File: src/rtl/qspi_mem_pkg.sv
`default_nettype none
// ============================================================================
//  Module   : qspi_mem_pkg
//  Purpose  : Opcodes, FSM state encoding and counter-width helper shared by
//             the QSPI memory model.
//  Revision : 1.0 - initial release
// ============================================================================
package qspi_mem_pkg;

    localparam logic [7:0] c_OP_READ       = 8'h03;
    localparam logic [7:0] c_OP_FAST_READ  = 8'h0B;
    localparam logic [7:0] c_OP_QUAD_READ  = 8'hEB;
    localparam logic [7:0] c_OP_WRITE      = 8'h02;
    localparam logic [7:0] c_OP_QUAD_WRITE = 8'h38;
    localparam logic [7:0] c_OP_ENTER_QPI  = 8'h35;
    localparam logic [7:0] c_OP_EXIT_QPI   = 8'hF5;
    localparam logic [7:0] c_OP_RST_EN     = 8'h66;
    localparam logic [7:0] c_OP_RST        = 8'h99;

    typedef enum logic [2:0] {
        ST_IDLE   = 3'd0,
        ST_CMD    = 3'd1,
        ST_ADDR   = 3'd2,
        ST_WAIT   = 3'd3,
        ST_RD     = 3'd4,
        ST_WR     = 3'd5,
        ST_IGNORE = 3'd6
    } state_t;

    // Width needed for a counter that must reach max_count.
    function automatic int cnt_width(input int max_count);
        return (max_count < 2) ? 1 : $clog2(max_count + 1);
    endfunction

endpackage
`default_nettype wire

File: src/rtl/qspi_edge_sync.sv
`default_nettype none
// ============================================================================
//  Module   : qspi_edge_sync
//  Purpose  : Synchronises CE#, SCK and IO0..3 into the system clock and
//             detects SCK rising/falling edges on the synchronised value.
//  Revision : 1.0 - initial release
// ============================================================================
module qspi_edge_sync
    import qspi_mem_pkg::*;
#(
    parameter int SYNC_STAGES = 2
) (
    input  wire logic       clk,
    input  wire logic       rst,
    input  wire logic       i_ce_n,
    input  wire logic       i_sck,
    input  wire logic [3:0] i_dio,
    output logic            o_ce_n,
    output logic            o_sck_rise,
    output logic            o_sck_fall,
    output logic [3:0]      o_dio
);
    localparam int         c_W        = 6 * SYNC_STAGES;
    // {ce_n, sck, dio}: deselected, clock low
    localparam logic [5:0] c_IDLE_LVL = 6'b10_0000;

    logic [c_W-1:0] r_sync;
    logic           r_sck_d;
    logic [5:0]     w_last;

    assign w_last = r_sync[c_W-1 -: 6];

    // Shift chain: newest sample enters at the bottom, oldest leaves at the top.
    always_ff @(posedge clk) begin
        if (rst) begin
            r_sync  <= {SYNC_STAGES{c_IDLE_LVL}};
            r_sck_d <= 1'b0;
        end else begin
            r_sync  <= c_W'({r_sync, i_ce_n, i_sck, i_dio});
            r_sck_d <= w_last[4];
        end
    end

    assign o_ce_n     = w_last[5];
    assign o_sck_rise =  w_last[4] & ~r_sck_d;
    assign o_sck_fall = ~w_last[4] &  r_sck_d;
    assign o_dio      = w_last[3:0];

endmodule
`default_nettype wire

File: config.mk
export PLATFORM = sky130hd
export DESIGN_NAME = qspi_edge_sync
export DESIGN_NICKNAME = d
export VERILOG_FILES = /design/src/rtl/qspi_mem_pkg.sv /design/src/rtl/qspi_edge_sync.sv
export SDC_FILE = /design/constraint.sdc
export NUM_CORES = 1
export LEC_CHECK = 0
export ABC_AREA = 1
export BUFFER_PORTS_ARGS = -buffer_cell sky130_fd_sc_hd__buf_4
export CAP_MARGIN = 20
export CORE_AREA = 2 2 39 41
export CTS_CLUSTER_DIAMETER = 50
export DETAILED_ROUTE_END_ITERATION = 8
export DIE_AREA = 0 0 41 43
export HOLD_SLACK_MARGIN = 0.08
export SLEW_MARGIN = 40
export SYNTH_ARGS = -nofsm -noshare
export SYNTH_HDL_FRONTEND = slang
export SYNTH_SLANG_ARGS = --single-unit
File: constraint.sdc
create_clock -name clk -period 0.8 [get_ports clk]
set_clock_uncertainty 0.1 [all_clocks]
set_input_delay 0.24 -clock clk [delete_from_list [all_inputs] [get_ports clk]]
set_output_delay 0.24 -clock clk [all_outputs]
set_load 0.005 [all_outputs]
==> qor.yml <==
gr-total-overflow: 0
cp-startpoint: "r_sync[10]"
critical_path_required_ns: 0.46
swShare_pct: 20.3
nets: 72
cts_tree: "done"
endpoint_kind: "primary output"
finalCritPeriodShare_pct: 149
finalWorstSetupSlack_ns: -0.389
synth_cell_types: 6
ys_ff_latch: 13
final_cell_mix: "inv_1 (14), buf_4 (14), nor2_1 (12), dfxtp_1 (9), dfxtp_2 (4)"
cts.sinks: 13
cts_buffers: 3
vias: 273
worstReg2RegStart: "r_sync[10]"
grtUsageTotal_pct: 7.90
cp_max_fo: 2
totalWireLength_um: 552
cap_violations: 0
leakagePower_uw: 0.000298
power.combinational.fraction_pct: 7.7
synth_nets: 56
viasPerCell: 3.46
first_global_vias: 202
clock.fmax_mhz: 841
fill_cells: 145
peakVddDrop_mv: 1.04
layout_min_cycle_time_ns: 1.19
dp_hpwl_um: 357
timing.slew.headroom_pct: 92.0
worstMarginPinSlew_ns: 0.120
pin_count: 15
die_h_um: 43
setup_tns_ns: -1.95
cp.arrival_ns: 0.85
cp-start-kind: "flip-flop"
place_area_um2: 505
yosysWarningCount: 0
final_area_um2: 554
power.switching_uw: 236
firstDrtPassIters: 2
hold_viol: 0
status: "complete, but fails checks"
intPower_uw: 926
drt.antenna.violating_nets: 0
final-setup-viol-count: 8
root_buffer: "clkbuf_4"
clock_latency_ns: 0.27
die_w_um: 41
antenna_found_initial: 0
hold_ws_ns: 0.0546
power_density_mw_per_mm2: 2100
hp-class: "in2reg"
syn_avg_cell_area_um2: 8.63
drt_iter0_markers: 3
grt_pass1_wl_um: 834
syn_area_um2: 414
diodes: 0
drv_slew: 0
start_util_pct: 29.9
synth_cells: 48
min_from: "i_ce_n"
clk_pin_slew_ns: 0.07
drc: 0
crit_type: "reg2out"
ys_seq_area_share_pct: 62.8
utilization_pct: 40.1
clockBufferDepth: 2
routedWlPerCell_um: 6.99
rsz0062_at_grt: "yes"
ctsHtreeMaxLevel: 1
drive_gt1_share_pct: 39.7
violations: "negative setup slack"
die_area_mm2: 0.00176
num_rows: 14
grt_max_degree: 13
seq_power_share_pct: 59.1
area_growth_pct: 33.8
port_buffers: 14
core_region_area_mm2: 0.00138
power.share.clock_pct: 33.2
place.gp.congestion: 0.587
==> final timing paths <==
path	cells after the start	slack, ns	to
worst max-delay path	3	-0.39	o_sck_rise
worst min-delay path	3	0.05	r_sync[5]
worst max register to register	4	-0.05	r_sck_d
worst min register to register	2	0.30	r_sync[6]
==> per-layer routing <==
| metal | global-route usage, % | share of wire [%] | vias to the layer above | wire [um] |
|---|---|---|---|---|
| met4 | 8.00 | 3.6 | 0 | 20 |
| li1 | - | - | 154 | - |
| met3 | 4.71 | 7.8 | 2 | 43 |
| met2 | 10.0 | 48 | 12 | 266 |
| met1 | 8.28 | 40 | 105 | 223 |
| met5 | 0 | 0 | - | 0 |
==> per-stage QoR <==
stage	instances	setup WS, ns	total power [uW]
5_1_grt	79	-0.432	1220
2_1_floorplan	48	0.0134	745
3_5_place_dp	74	-0.0832	784
3_3_place_gp	74	-0.0798	782
6_report	79	-0.389	1160
4_1_cts	78	-0.373	1170
==> registers in the layout, summed over array words and instances (netlist names) <==
signal,flops
r_sck_d,1
r_sync,12
==> synth_stat cells, drive strengths merged <==
cell | number | area [um^2]
nor2 | 13 | 48.8
nand2 | 2 | 7.51
dfxtp | 13 | 260
buf | 5 | 41.3
inv | 15 | 56.3
==> power by group through the flow <==
stage               clock, uW  sequential (uW)  combinational [uW]
detailed placement          0              699                84.7
CTS                       404              685                85.5
global placement            0              698                83.6
floorplan                   0              698                47.2
global route              430              690                99.6
finish                    386              687                89.6
==> critical path, stage by stage (launching register included) <==
cell     delay, ns
dfxtp_2       0.35
inv_2         0.04
nor2_1        0.08
buf_4         0.11
==> kinds of logic after synthesis <==
logic type,Yosys count,share of synthesized area (%)
buffers and inverters,20,23.6
and+or+nand+nor,15,13.6
DFF,13,62.8
==> final cells by class <==
| cell class | count | area, um^2 | area share (%) |
|---|---|---|---|
| clock buffer | 4 | 26.3 | 4.74 |
| sequential | 13 | 265 | 47.9 |
| inverter | 15 | 56.3 | 10.2 |
| tap | 16 | 20.0 | 3.61 |
| timing repair buffer | 16 | 128 | 23.0 |
| multi-input combinational | 15 | 58.8 | 10.6 |
==> repair_timing <==
action                     CTS  global route
pin swaps                    0             0
setup endpoints to repair    7             7
cloned                       0             0
setup buffers                0             1
gates resized for setup      3             5
hold endpoints to repair     6             6
(Power assumes the default switching activity.)
